### src/rtl/ks_pkg.sv
// Shared types for the Kogge-Stone adder front end: widths, skid-buffer state
// and the propagate/generate entry carried through the skid buffer.
package ks_pkg;

  localparam int KS_WIDTH = 32;
  localparam int KS_TAG_W = 4;

  typedef enum logic [1:0] {
    EMPTY = 2'd0,
    ONE   = 2'd1,
    TWO   = 2'd2
  } pg_state_t;

  typedef struct packed {
    logic [KS_WIDTH-1:0] p;
    logic [KS_WIDTH-1:0] g;
    logic                cin;
    logic [KS_TAG_W-1:0] tag;
  } pg_entry_t;

endpackage

### src/rtl/pg_cell.sv
// One bit of propagate/generate; the bit-0 instance also folds carry-in into
// its generate so the prefix tree needs no separate cin input.
module pg_cell #(
  parameter bit FOLD_CIN = 1'b0
) (
  input  logic a,
  input  logic b,
  input  logic cin,
  output logic p,
  output logic g
);

  assign p = a ^ b;
  assign g = (a & b) | (FOLD_CIN & p & cin);

endmodule

### src/rtl/ks_pg_stage.sv
// Registered propagate/generate stage feeding level1 of the prefix tree,
// with a two-entry skid buffer on a valid/ready handshake.
module ks_pg_stage
  import ks_pkg::*;
#(
  parameter int WIDTH = KS_WIDTH,
  parameter int TAG_W = KS_TAG_W
) (
  input  logic             clk,
  input  logic             rst,
  input  logic             in_valid,
  output logic             in_ready,
  input  logic [WIDTH-1:0] a,
  input  logic [WIDTH-1:0] b,
  input  logic             cin,
  input  logic [TAG_W-1:0] in_tag,
  output logic             out_valid,
  input  logic             out_ready,
  output logic [WIDTH-1:0] p_list,
  output logic [WIDTH-1:0] g_list,
  output logic             out_cin,
  output logic [TAG_W-1:0] out_tag,
  output logic [15:0]      xfer_count
);

  pg_state_t        state;
  pg_entry_t        main_entry;
  pg_entry_t        skid_entry;
  pg_entry_t        incoming;
  logic [WIDTH-1:0] p_vec;
  logic [WIDTH-1:0] g_vec;
  logic             in_fire;
  logic             out_fire;

  for (genvar i = 0; i < WIDTH; i++) begin : g_pg
    pg_cell #(.FOLD_CIN(i == 0)) u_cell (
      .a   (a[i]),
      .b   (b[i]),
      .cin ((i == 0) ? cin : 1'b0),
      .p   (p_vec[i]),
      .g   (g_vec[i])
    );
  end

  // Handshake flags decode from registered state only, so out_ready never
  // reaches in_ready combinationally.
  assign in_ready  = (state != TWO) & ~rst;
  assign out_valid = (state != EMPTY);
  assign in_fire   = in_valid & in_ready;
  assign out_fire  = out_valid & out_ready;

  // Pack the freshly computed bits into a buffer entry
  always_comb begin
    incoming     = '0;
    incoming.p   = p_vec;
    incoming.g   = g_vec;
    incoming.cin = cin;
    incoming.tag = in_tag;
  end

  // Skid buffer occupancy, entry capture and output transfer counter
  always_ff @(posedge clk) begin
    if (rst) begin
      state      <= EMPTY;
      main_entry <= '0;
      skid_entry <= '0;
      xfer_count <= 16'd0;
    end else begin
      case (state)
        EMPTY: begin
          if (in_fire) begin
            main_entry <= incoming;
            state      <= ONE;
          end
        end
        ONE: begin
          if (in_fire && out_fire) begin
            main_entry <= incoming;
          end else if (in_fire) begin
            skid_entry <= incoming;
            state      <= TWO;
          end else if (out_fire) begin
            state      <= EMPTY;
          end
        end
        TWO: begin
          if (out_fire) begin
            main_entry <= skid_entry;
            state      <= ONE;
          end
        end
        default: begin
          state <= EMPTY;
        end
      endcase
      if (out_fire) begin
        xfer_count <= xfer_count + 16'd1;
      end
    end
  end

  assign p_list  = main_entry.p;
  assign g_list  = main_entry.g;
  assign out_cin = main_entry.cin;
  assign out_tag = main_entry.tag;

endmodule

### config.mk
export PLATFORM = sky130hd
export DESIGN_NAME = ks_pg_stage
export DESIGN_NICKNAME = d
export VERILOG_FILES = /design/src/rtl/ks_pkg.sv /design/src/rtl/pg_cell.sv /design/src/rtl/ks_pg_stage.sv
export SDC_FILE = /design/constraint.sdc
export NUM_CORES = 1
export LEC_CHECK = 0
export BUFFER_PORTS_ARGS = -buffer_cell sky130_fd_sc_hd__buf_2
export CELL_PAD_IN_SITES_DETAIL_PLACEMENT = 1
export CELL_PAD_IN_SITES_GLOBAL_PLACEMENT = 1
export CORE_AREA = 5 5 105 181
export CTS_CLUSTER_SIZE = 40
export DETAILED_ROUTE_END_ITERATION = 6
export DIE_AREA = 0 0 110 186
export PLACE_DENSITY = 0.77
export SYNTH_ARGS = -nofsm -noshare
export SYNTH_HDL_FRONTEND = slang
export SYNTH_SLANG_ARGS = --single-unit
### constraint.sdc
create_clock -name clk -period 1.92 [get_ports clk]
set_clock_uncertainty 0.15 [all_clocks]
set_input_delay 0.096 -clock clk [delete_from_list [all_inputs] [get_ports clk]]
set_output_delay 0.096 -clock clk [all_outputs]
set_load 0.02 [all_outputs]
== Word level (Yosys, flattened, before mapping) ==
Index checks and enable logic that the tools add are counted.
Widths: inputs -> output; s select.

* Input bits: 73
* Logic and storage cells: 107
* Output and inout bits: 87
* Bits in registers: 156

* Reductions and logical operators: 7
* Bitwise gates (word level): 71
* $add $sub $neg: 1
* Multiplexer cells: 10
* Eq/ne operators: 8

{| class="wikitable"
|+ Operators with widths
! cell !! count
|-
| $mux 69 || 3
|-
| $pmux 69 s3 || 1
|-
| $and 1x1->1 || 36
|-
| $xor 1x1->1 || 32
|-
| $add 16x1->16 const B || 1
|-
| $mux 2 || 5
|-
| $ne 2x2->1 const B || 5
|-
| $reduce_and 4->1 || 2
|-
| $pmux 2 s3 || 1
|-
| $ne 3x3->1 const B || 1
|-
| $reduce_and 3->1 || 1
|-
| $reduce_bool 3->1 || 1
|-
| $eq 2x1->1 const B || 1
|-
| $eq 2x2->1 const B || 1
|-
| $logic_not 2->1 || 1
|-
| $not 1->1 || 2
|-
| $reduce_bool 2->1 || 1
|-
| $logic_and 1x1->1 || 1
|-
| $or 1x1->1 || 1
|}

== Logic depth before layout (Yosys ltp) ==
Gate-level depths: netlist (run 1).

* Depth in word-level cells: 6
* Mapped depth: 8
* Mapped depth without buffers: 5

== Cells and area by module ==
From an unflattened synthesis (run 1), not the netlist that was laid out.

* Cell total of the unflattened synthesis: 818
* Area, all modules: 6553.8 um2

{| class="wikitable"
|+ By module, submodules not included
! module !! seq. area each (um2) !! times used !! area each (um2) !! cells each
|-
| ks_pg_stage || 3123.0 || 1 || 6145.9 || 785
|-
| pg_cell at g_pg[10].u_cell ... || 0.0 || 31 || 12.5 || 1
|-
| pg_cell at g_pg[0].u_cell || 0.0 || 1 || 20.0 || 2
|}

== Worst setup path before layout (run 1) ==
OpenSTA, ideal clock, no wires.

* Kind: register -> register
* Start point: register xfer_count[4]
* End point: register xfer_count[15]
* Cell stages (with the launch flop): 5
* Setup time: 0.070 ns
* Path buffers: 0
* Arrival time: 1.726 ns
* Path slack: -0.026 ns
* Period minus slack after synthesis: 1.946 ns
* Data required time: 1.700 ns
* Cell sequence: dfxtp_1 > nand4_4 > or4_4 > or3_1 > a21oi_1

* Cells in the longest elaborated chain, start to end: 1

{| class="wikitable"
|+ Ends and longest elaborated chain
! item !! RTL line !! text
|-
| from (decl) || ks_pg_stage.sv:23 || <nowiki>output logic [15:0] xfer_count</nowiki>
|-
| from (signal assigned) || ks_pg_stage.sv:97 || <nowiki>xfer_count <= xfer_count + 16'd1;</nowiki>
|-
| $add 16x1->16 || ks_pg_stage.sv:97 ||
|}

Every way passes these cells.
A chain may end at the register's enable or synchronous reset.

== Worst setup path in the final report (run 1) ==
* Start point: register state[1]
* End point: register main_entry, in the netlist g_list[26]

* Cells in the longest elaborated chain, start to end: 6
* Elaborated cells between the ends (all ways): 15
* Classes of those cells: eq/ne: 6; mux: 1; bitwise: 3; reduce/logical: 5

{| class="wikitable"
|+ Ends and longest elaborated chain
! item !! RTL line !! text
|-
| from (decl) || ks_pg_stage.sv:26 || <nowiki>pg_state_t state;</nowiki>
|-
| from (signal assigned) || ks_pg_stage.sv:64 || <nowiki>state <= EMPTY;</nowiki>
|-
| from (signal assigned) || ks_pg_stage.sv:73 || <nowiki>state <= ONE;</nowiki>
|-
| from (signal assigned) || ks_pg_stage.sv:81 || <nowiki>state <= TWO;</nowiki>
|-
| $ne 2x2->1 || ks_pg_stage.sv:47 || <nowiki>assign in_ready = (state != TWO) & ~rst;</nowiki>
|-
| $and 1x1->1 || ks_pg_stage.sv:47 ||
|-
| $and 1x1->1 || ks_pg_stage.sv:49 || <nowiki>assign in_fire = in_valid & in_ready;</nowiki>
|-
| $logic_and 1x1->1 || ks_pg_stage.sv:77 || <nowiki>if (in_fire && out_fire) begin</nowiki>
|-
| $ne 2x2->1 (no line) || - ||
|-
| $reduce_and 4->1 (no line) || - ||
|-
| to (signal assigned) || ks_pg_stage.sv:72 || <nowiki>main_entry <= incoming;</nowiki>
|-
| to (signal assigned) || ks_pg_stage.sv:78 || <nowiki>main_entry <= incoming;</nowiki>
|-
| to (signal assigned) || ks_pg_stage.sv:88 || <nowiki>main_entry <= skid_entry;</nowiki>
|-
| to (decl) || ks_pg_stage.sv:27 || <nowiki>pg_entry_t main_entry;</nowiki>
|}

Several ways; a longest one is shown, not always the timed one.

==> impl_results.md, run 1 <==
* Drt drc at 0
* Buf/Inv on CP at 1
* Ports at 160
* Crit path arrival time at 1.99 ns
* Post-synthesis cell type count at 37
* Post-synth EDFFs at 0
* R2R cell count at 4
* Vias/cell at 5.21
* Critical path required time at 2.07 ns
* Area grow syn2layout at 42.5%
* Initial antenna violation count at 0
* Critical Path, Cell by Cell: nor2b_4, a221o_4, clkbuf_16, a311oi_1
* Min Clock Period, post-route at 1.84 ns
* Starting Density at 38.0%
* CP max-delay cell: a221o_4
* Hold Path Depth at 4
* CP top delay family: compound AO/OA/AOI/OAI gates
* Setup crit start kind: flop
* Clock buffer count from CTS at 17
* Via count at 6778
* Top-area cell type share of the netlist area at 47.3%
* Reg clk slew, reported paths at 0.07 ns
* Combinational share of power at 16.4%
* Placed cells at 1175
* Worst hold path class: input pin to flop
* Mapped Area at 6600 µm²
* Final period utilization at 96.0%
* Worst-margin pin slew at 0.871 ns
* Flop and latch count out of synthesis at 156
* Internal Pwr Total at 5.88 mW
* HP Start: a[18]
* Clock root buffer: clkbuf_16
* Max VDD drop at 0.000503 V
* Ys async rst share at 0%
* R2R setup slack at 0.08 ns
* Final worst setup slack at 0.0775 ns
* Synthesized Nets at 931
* Final nets at 1164
* Max stage delay on crit path at 0.52 ns
* RSZ-0062 raised after global routing: no
* Fill count at 2081
* Fraction of power consumed by sequential logic at 43.0%
* Vias in the first global route at 7240
* Top FF cell, synth: dfxtp_1
* Hold Slack at 0.0117 ns
* DRT antenna net count at 0
* Core Region at 17400 µm²
* Leading area contributor after synthesis: dfxtp_1
* Pin count of the biggest net entering global routing at 159
* Layout cells sized above 1 at 22.6%
* Dpl hpwl at 13100 µm
* Final WL at 22700 µm
* Rel. slew slack at 41.9%
* Clock sink count at 156
* Switching part of the total at 27.9%
* Pwr Density at 867 nW/µm²
* Drt first pass iters at 7
* Port-buffer cells at 159
* Avg Cell Area, Syn at 8.00 µm²
* Die width at 110 µm
* Worst-skew pair later-pin latency at 0.41 ns
* Die Y-Extent at 186 µm
* R2R Path End: g_list[26]
* Initial DRC Count at 229
* F_max at 0.543 GHz
* Final Hold Viols at 0
* Mapped Cells at 825
* Worst Hold Endpoint: skid_entry[23]
* Total Routing Usage GR at 22.2%
* Area contributors post-synth: dfxtp_1 (47%), nand2_1 (16%), a311oi_1 (9.0%), ha_1 (6.3%), a21oi_1 (6.0%)
* Diodes inserted at 0
* P_leak at 3.84 nW
* Clock Path Buffers at 2
* Final Wtd Congestion at 0.812
* Pre-CTS setup slack at -0.00965 ns
* Reg2reg start: state[1]
* Site row count at 64
* Max-cap violation count at 0
* Worst Setup End Kind: flop
* Layout Cells excl Fill at 1302
* Register area share after synthesis at 47.3%
* CP Depth at 4
* Max Slew Vio Count at 0
* H-tree Lvls at 4
* CTS tree: yes
* Routed wire length per instance at 17.5 µm
* Total grt overflow at 0
* WS Path Type: flop to flop
* Count of final setup violators at 0
* First-pass GRT wire length at 35500 µm
* Yosys Warn Count at 0
* Clock share of power at 40.6%
* Switching power at 2.28 mW
* Status: completed
* Die area at 20500 µm²
* CP max FO at 27
[routing by layer]
layer	vias to the layer above	GRT usage [%]	wire [µm]
met1	3270	24.0	8790
met4	0	9.89	784
met2	173	40.6	12200
met5	-	0	0
met3	54	4.72	935
li1	3281	-	-
[power groups by stage]
stage	combinational [mW]	sequential (mW)	clock, mW
final	1.34	3.50	3.31
after global routing	1.46	3.52	3.54
after CTS	1.30	3.50	3.40
after detailed placement	1.11	3.58	0
after global placement	1.09	3.57	0
after floorplan	0.497	3.73	0
[cells in the final DEF (no fill, tap or decap), drive strengths merged, types with 2 or more instances in the layout]
cell type,instances
dlygate4sd3,89
nor4bb,2
nor2b,4
clkinv,3
xnor2,7
a21oi,79
o21ai,6
nand3b,2
dfxtp,156
nand4,4
clkbuf,22
nand3,4
nor2,83
ha,33
a311oi,68
or3,6
buf,190
inv,9
clkinvlp,3
nor3,5
nor4,2
nand2,277
[timing repair]
action / 4_1_cts / 5_1_grt
hold buffers: 89 / 0
gates cloned: 1 / 1
endpoints found under the setup margin: 9 / 60
pin swaps: 1 / 1
endpoints found under the hold margin: 89 / 0
resized for setup: 3 / 5
setup buffers: 2 / 2
[worst max-delay path by stage]
stage | startpoint | to
2_1_floorplan | xfer_count[5] | xfer_count[15]
3_3_place_gp | state[1] | g_list[20]
3_5_place_dp | state[1] | p_list[18]
4_1_cts | out_ready | p_list[18]
5_1_grt | state[1] | in_ready
6_report | state[1] | g_list[26]
[layout make-up]
class                   instances  area [µm²]  area share [%]
repair buffers                282        2130            22.7
clock inverters                12         128            1.36
flip-flops and latches        156        3130            33.3
well taps                     231         289            3.07
clock buffers                  20         457            4.86
inverters                       4        15.0           0.160
multi-input cells             597        3250            34.6
[worst register-to-register path, cell delays in order, from the launching register on]
cell,delay [ns]
dfxtp_4,0.37
nor2b_4,0.15
a221o_4,0.52
clkbuf_16,0.24
a311oi_1,0.30
[synth_stat cells, types with 3 or more instances]
cell	instances
a21oi_1	79
a311oi_1	68
buf_2	25
clkbuf_1	43
dfxtp_1	156
ha_1	33
inv_1	4
nand2_1	277
nand3_1	4
nand4_1	3
nor2_1	83
nor2b_1	4
nor3_1	5
o21ai_0	5
or3_1	4
xnor2_1	7
[metrics by stage]
| step | cell area (µm²) | power, mW | TNS, ns | utilization [%] |
|---|---|---|---|---|
| after global routing | 9400 | 8.52 | 0 | 54.1 |
| after global placement | 7800 | 4.66 | 0 | 44.9 |
| after floorplan | 6600 | 4.22 | 0 | - |
| after CTS | 9340 | 8.21 | 0 | 53.8 |
| final | 9400 | 8.16 | 0 | 54.1 |
| after detailed placement | 7800 | 4.69 | -0.00965 | 44.9 |
[cell families after synthesis]
kind of cell	Yosys count	synth area share [%]
adder cells (fa/ha/maj)	33	6.25
flip-flops	156	47.3
XOR/XNOR	8	1.06
AND/OR/NAND/NOR	394	24.1
multiplexers	2	0.322
buffers and inverters	72	4.57
AO/OA/AOI/OAI	160	16.4
[registers in the layout (all words and copies together), names as in the netlist]
| signal | cells |
|---|---|
| state | 2 |
| p_list | 32 |
| out_tag | 4 |
| xfer_count | 16 |
| out_cin | 1 |
| g_list | 32 |
| skid_entry | 69 |
Note: power is estimated with default switching activity, not from simulation.
==> inputs of run 2 (changes only) <==
HOLD_SLACK_MARGIN = 0.1   (was not set)
SETUP_SLACK_MARGIN = 0.4   (was not set)
==> run 2 against run 1 <==
Compared with the run above:
- clock power rose by 12%
- critical path type unchanged
- non-clock buffer count grew 31
- sequential cell count did not move
- combinational power increased by 20%
- fmax is 6.2% lower
- first-iteration DRC count grew 120%
- critical path depth increased by 3
- sequential share of layout area shrank 3.6 points
- die area did not move
- core utilization grew 7.3 points
- largest power group is now clock
- register-to-register slack got worse by 0.12 ns
- the flow now finishes with violations (hold timing, setup timing)
==> impl_results.md, run 2 (same netlist as run 1, synthesis figures left out) <==
* Status: finished, violations left (was completed)
* Failing checks: hold timing, setup timing
* Final WL at 31400 µm (was 22700 µm)
* Layout Cells excl Fill at 1335 (was 1302)
* Drt drc at 0 (unchanged)
* Initial DRC Count at 496 (was 229)
* Clock root buffer: clkbuf_16 (unchanged)
* Pwr Density at 828 nW/µm² (was 867 nW/µm²)
* Die area at 20500 µm² (unchanged)
* Final period utilization at 102% (was 96.0%)
* Reg2reg start: state[1] (unchanged)
* Max VDD drop at 0.000543 V (was 0.000503 V)
* Most common cell after layout, fill and taps aside: nand2_1 (unchanged)
* Final nets at 1196 (was 1164)
* CP Launch Point: state[1] (unchanged)
* Hold Slack at -0.00184 ns (was 0.0117 ns)
* Initial antenna violation count at 1 (was 0)
* Setup crit start kind: flop (unchanged)
* CP max FO at 10 (was 27)
* Placed cells at 1167 (was 1175)
* Final core occ at 61.4% (was 54.1%)
* H-tree Lvls at 4 (unchanged)
* Ports at 160 (unchanged)
* Worst Setup End Kind: flop (unchanged)
* Area grow syn2layout at 61.7% (was 42.5%)
* Core Region at 17400 µm² (unchanged)
* Drt first pass iters at 5 (was 7)
* P_leak at 4.33 nW (was 3.84 nW)
* Max reg flops at 69 (unchanged)
* Vias in the first global route at 7911 (was 7240)
* Critical path required time at 2.07 ns (about the same)
* Final worst setup slack at -0.0447 ns (was 0.0775 ns)
* WS Path Type: flop to flop (unchanged)
* Pin count of the biggest net entering global routing at 155 (was 159)
* Die width at 110 µm (unchanged)
* Max Slew Vio Count at 0 (unchanged)
* Final Wtd Congestion at 0.796 (was 0.812)
* Final Hold Viols at 1 (was 0)
* HP Start: a[20] (was a[18])
* Dpl hpwl at 13200 µm (was 13100 µm)
* RSZ-0062 raised after global routing: yes (was no)
* Reg clk slew, reported paths at 0.07 ns (about the same)
* CTS tree: yes (unchanged)
* Worst hold path class: input pin to flop (unchanged)
* Routed wire length per instance at 23.5 µm (was 17.5 µm)
* Starting Density at 38.0% (unchanged)
* Worst-skew pair later-pin latency at 0.44 ns (was 0.41 ns)
* Count of final setup violators at 1 (was 0)
* Worst-margin pin slew at 0.758 ns (was 0.871 ns)
* Max-cap violation count at 0 (unchanged)
* Total Routing Usage GR at 27.9% (was 22.2%)
* Total grt overflow at 0 (unchanged)
* Rel. slew slack at 49.5% (was 41.9%)
* First-pass GRT wire length at 43400 µm (was 35500 µm)
* Crit path arrival time at 2.12 ns (was 1.99 ns)
* Layout cells sized above 1 at 34.6% (was 22.6%)
* Most frequent cells in the layout: nand2_1 (235), buf_2 (157), dfxtp_1 (141) (was nand2_1 (277), buf_2 (157), dfxtp_1 (152))
* Fill count at 1939 (was 2081)
* Hold buffers post-CTS at 73 (was 89)
* Min Clock Period, post-route at 1.96 ns (was 1.84 ns)
* Most flop-heavy register: skid_entry (unchanged)
* DRT antenna net count at 0 (unchanged)
* Port-buffer cells at 159 (unchanged)
* Die Y-Extent at 186 µm (unchanged)
* Clock sink count at 156 (unchanged)
* F_max at 0.509 GHz (was 0.543 GHz)
* Clock buffer count from CTS at 17 (unchanged)
* Vias/cell at 5.69 (was 5.21)
* Site row count at 64 (unchanged)
* Via count at 7600 (was 6778)
* Clock Path Buffers at 2 (unchanged)
-- run 2: worst paths after layout --
| kind | end | slack (ns) | depth (start not counted) |
|---|---|---|---|
| worst max-delay path | g_list[27] | -0.04 | 7 |
| worst min-delay path | skid_entry[57] | -0.002 | 4 |
| worst max register to register | g_list[27] | -0.04 | 7 |
| worst min register to register | skid_entry[1] | 0.30 | 2 |
-- run 2: cell type report --
class / count / area (µm²) / share of cell area [%]
clock inverters: 12 / 184 / 1.72
clock buffers: 20 / 437 / 4.09
well taps: 231 / 289 / 2.71
repair buffers: 313 / 2970 / 27.9
inverters: 4 / 15.0 / 0.141
flip-flops and latches: 156 / 3170 / 29.7
diodes: 1 / 2.50 / 0.0234
multi-input cells: 598 / 3600 / 33.8
-- run 2: routing by layer --
layer  GRT usage [%]  wire [µm]  vias to the layer above  part of all wire (%)
li1                -          -                     3365                     -
met1            29.6      11200                     3759                    36
met2            50.0      16500                      343                    53
met3            5.80       1740                      133                   5.5
met4            16.1       1970                        0                   6.3
met5               0          0                        -                     0
-- run 2: critical path: stages (launching register included) --
cell	delay [ns]
dfxtp_4	0.39
nor2b_4	0.21
buf_4	0.13
buf_6	0.09
buf_12	0.10
buf_4	0.21
nand2_1	0.12
a311oi_1	0.41
-- run 2: per-stage QoR --
| step | setup WS (ns) | hold WS [ns] | area [µm²] | setup TNS, ns | power [mW] |
|---|---|---|---|---|---|
| 6_report | -0.0447 | -0.00184 | 10700 | -0.0447 | 8.84 |
| 4_1_cts | 0.146 | -0.00566 | 10200 | 0 | 8.55 |
| 3_5_place_dp | 0.0174 | 0.195 | 7800 | 0 | 4.68 |
| 3_3_place_gp | 0.146 | 0.193 | 7800 | 0 | 4.65 |
| 5_1_grt | -0.0482 | 0.0772 | 10700 | -0.0482 | 9.11 |
| 2_1_floorplan | 0.261 | 0.0820 | 6750 | 0 | 4.25 |
-- run 2: repair_timing --
| item | in CTS | in global routing |
|---|---|---|
| endpoints found under the hold margin | 140 | 6 |
| gates cloned | 21 | 9 |
| resized for setup | 90 | 48 |
| pin swaps | 51 | 33 |
| setup buffers | 27 | 5 |
| endpoints found under the setup margin | 150 | 152 |
-- run 2: power by group --
| group | leakage, nW | internal, mW | switching, mW | total (mW) |
|---|---|---|---|---|
| Clock | 0.293 | 2.20 | 1.52 | 3.72 |
| Sequential | 1.28 | 3.39 | 0.130 | 3.52 |
| Combinational | 2.76 | 0.695 | 0.916 | 1.61 |
| Total | 4.33 | 6.28 | 2.56 | 8.84 |
==> inputs of run 3 (changes only) <==
CORE_AREA = 5 5 104 178   (was 5 5 105 181)
CTS_BUF_LIST = sky130_fd_sc_hd__clkbuf_8   (was not set)
DIE_AREA = 0 0 109 183   (was 0 0 110 186)
PLACE_DENSITY = 0.79   (was 0.77)
==> run 3 against run 2 <==
Compared with the run above:
- the run now ends clean
- register-to-register slack improved by 0.11 ns
- largest power group is now sequential cells
- critical path type unchanged
- worst hold slack improved by 0.14 ns
- non-clock buffer count decreased by 15
- critical endpoint is now p_list[26]
- sequential cell count unchanged
- sequential share of layout area increased by 2.2 points
- via count decreased by 6.0%
- worst setup slack improved by 0.11 ns
- clock power decreased by 33%
- global-route usage decreased by 2.2 points
==> impl_results.md, run 3 (same netlist as run 1, synthesis figures left out) <==
* Starting Density at 39.0% (was 38.0%)
* Setup TNS at 0 ns (was -0.0447 ns)
* Min Clock Period, post-route at 1.85 ns (was 1.96 ns)
* Final core occ at 58.7% (was 61.4%)
* Pin count of the biggest net entering global routing at 85 (was 155)
* Pwr Density at 758 nW/µm² (was 828 nW/µm²)
* P_leak at 4.02 nW (was 4.33 nW)
* Reg clk slew, reported paths at 0.10 ns (was 0.07 ns)
* Worst-margin pin slew at 0.981 ns (was 0.758 ns)
* Rel. slew slack at 34.6% (was 49.5%)
* Area grow syn2layout at 50.7% (was 61.7%)
* Die Y-Extent at 183 µm (was 186 µm)
* Status: completed (was finished, violations left)
* Most common cell after layout, fill and taps aside: nand2_1 (unchanged)
* Max Slew Vio Count at 0 (unchanged)
* Drt first pass iters at 5 (unchanged)
* Core Region at 16900 µm² (was 17400 µm²)
* Buf/Inv on CP at 2 (was 4)
* Diodes inserted at 0 (was 1)
* Clock Path Buffers at 2 (unchanged)
* Multi-input logic area at 3520 µm² (was 3600 µm²)
* Worst-skew pair later-pin latency at 0.47 ns (was 0.44 ns)
* Count of final setup violators at 0 (was 1)
* Final worst setup slack at 0.0700 ns (was -0.0447 ns)
* Critical path required time at 2.14 ns (was 2.07 ns)
* Switching power at 2.39 mW (was 2.56 mW)
* Most flop-heavy register: skid_entry (unchanged)
* Vias/cell at 5.43 (was 5.69)
* Final Hold Viols at 0 (was 1)
* Fill count at 2006 (was 1939)
* Worst hold path class: input pin to flop (unchanged)
* Max stage delay on crit path at 0.45 ns (was 0.41 ns)
* Final nets at 1180 (was 1196)
* CP max FO at 15 (was 10)
* Initial antenna violation count at 0 (was 1)
* Routed wire length per instance at 20.2 µm (was 23.5 µm)
* Max reg flops at 69 (unchanged)
* RSZ-0062 raised after global routing: yes (unchanged)
* Setup crit start kind: flop (unchanged)
* Initial DRC Count at 355 (was 496)
* Clock sink count at 156 (unchanged)
* Port-buffer cells at 159 (unchanged)
* First-pass GRT wire length at 40000 µm (was 43400 µm)
* DRT antenna net count at 0 (unchanged)
* Clock share of power at 33.1% (was 42.0%)
* Internal Pwr Total at 5.15 mW (was 6.28 mW)
* Clock root buffer: clkbuf_8 (was clkbuf_16)
* Max VDD drop at 0.000443 V (was 0.000543 V)
* PnR Total Power at 7.54 mW (was 8.84 mW)
* Dpl hpwl at 13000 µm (was 13200 µm)
* Crit path arrival time at 2.07 ns (was 2.12 ns)
* Reg area at 3180 µm² (was 3170 µm²)
* Drt drc at 0 (unchanged)
* Die area at 19900 µm² (was 20500 µm²)
* Total grt overflow at 0 (unchanged)
* Via count at 7141 (was 7600)
* CTS tree: yes (unchanged)
* Hold Slack at 0.140 ns (was -0.00184 ns)
* Site row count at 63 (was 64)
* Vias in the first global route at 7643 (was 7911)
* Most frequent cells in the layout: nand2_1 (277), buf_2 (157), dfxtp_1 (141) (was nand2_1 (235), buf_2 (157), dfxtp_1 (141))
* Clock buffer count from CTS at 17 (unchanged)
* Fraction of power consumed by sequential logic at 46.4% (was 39.8%)
* Total Routing Usage GR at 25.7% (was 27.9%)
* Die width at 109 µm (was 110 µm)
* Worst Setup End Kind: flop (unchanged)
* H-tree Lvls at 4 (unchanged)
* Combinational share of power at 20.5% (was 18.2%)
* Final WL at 26500 µm (was 31400 µm)
* Switching part of the total at 31.7% (was 29.0%)
* WS Path Type: flop to flop (unchanged)
* F_max at 0.541 GHz (was 0.509 GHz)
* Critical Path, Cell by Cell: nor2b_4, a221o_4, buf_6, buf_16, a311oi_4 (was nor2b_4, buf_4, buf_6, buf_12, buf_4, nand2_1, a311oi_1)
* CP max-delay cell: a221o_4 (was a311oi_1)
* CP top delay family: compound AO/OA/AOI/OAI gates (was buffers and inverters)
* Ports at 160 (unchanged)
* Layout cells sized above 1 at 30.1% (was 34.6%)
* Max-cap violation count at 0 (unchanged)
* Final period utilization at 96.4% (was 102%)
* Final Wtd Congestion at 0.833 (was 0.796)
* Pre-CTS setup slack at 0.0228 ns (was 0.0174 ns)
run 3: final cells by class:
cell class                      instances  share of cell area [%]
Tap cell                              227                    2.85
Clock inverter                         14                    1.35
Timing Repair Buffer                  298                    25.9
Clock buffer                           18                    2.49
Sequential cell                       156                    31.9
Multi-Input combinational cell        597                    35.3
Inverter                                4                   0.151
run 3: power groups by stage:
stage	Sequential (mW)	Combinational (mW)	Clock, mW
after floorplan	3.71	0.533	0
final	3.50	1.55	2.50
after global routing	3.52	1.66	2.66
after CTS	3.49	1.38	2.50
after detailed placement	3.56	1.11	0
after global placement	3.56	1.08	0
run 3: metal layers:
metal / global-route usage (%) / wire length (µm)
met5: 0 / 0
met4: 13.5 / 1180
met3: 5.28 / 1260
met2: 46.5 / 14300
met1: 27.5 / 9760
run 3: worst paths after layout:
kind	startpoint	to	slack [ns]	cells after the start
min reg2reg	skid_entry[2]	skid_entry[2]	0.31	2
min	out_ready	state[0]	0.14	5
max	state[1]	p_list[26]	0.07	5
max reg2reg	state[1]	p_list[26]	0.07	5
run 3: worst register-to-register path: stages, from the launching register on:
cell      delay, ns
dfxtp_4        0.38
nor2b_4        0.15
a221o_4        0.45
buf_6          0.17
buf_16         0.16
a311oi_4       0.30
run 3: stage by stage:
step	std cells	area [µm²]
after global routing	1314	9950
after CTS	1304	9610
after floorplan	825	6750
final	1314	9950
after detailed placement	1162	7780
after global placement	1162	7780
run 3: timing repair:
action,CTS,global route
gates resized for setup,36,44
cloned,13,4
buffers inserted,19,6
endpoints found under the setup margin,152,154
hold buffers,78,0
pin swaps,5,8
endpoints found under the hold margin,149,0
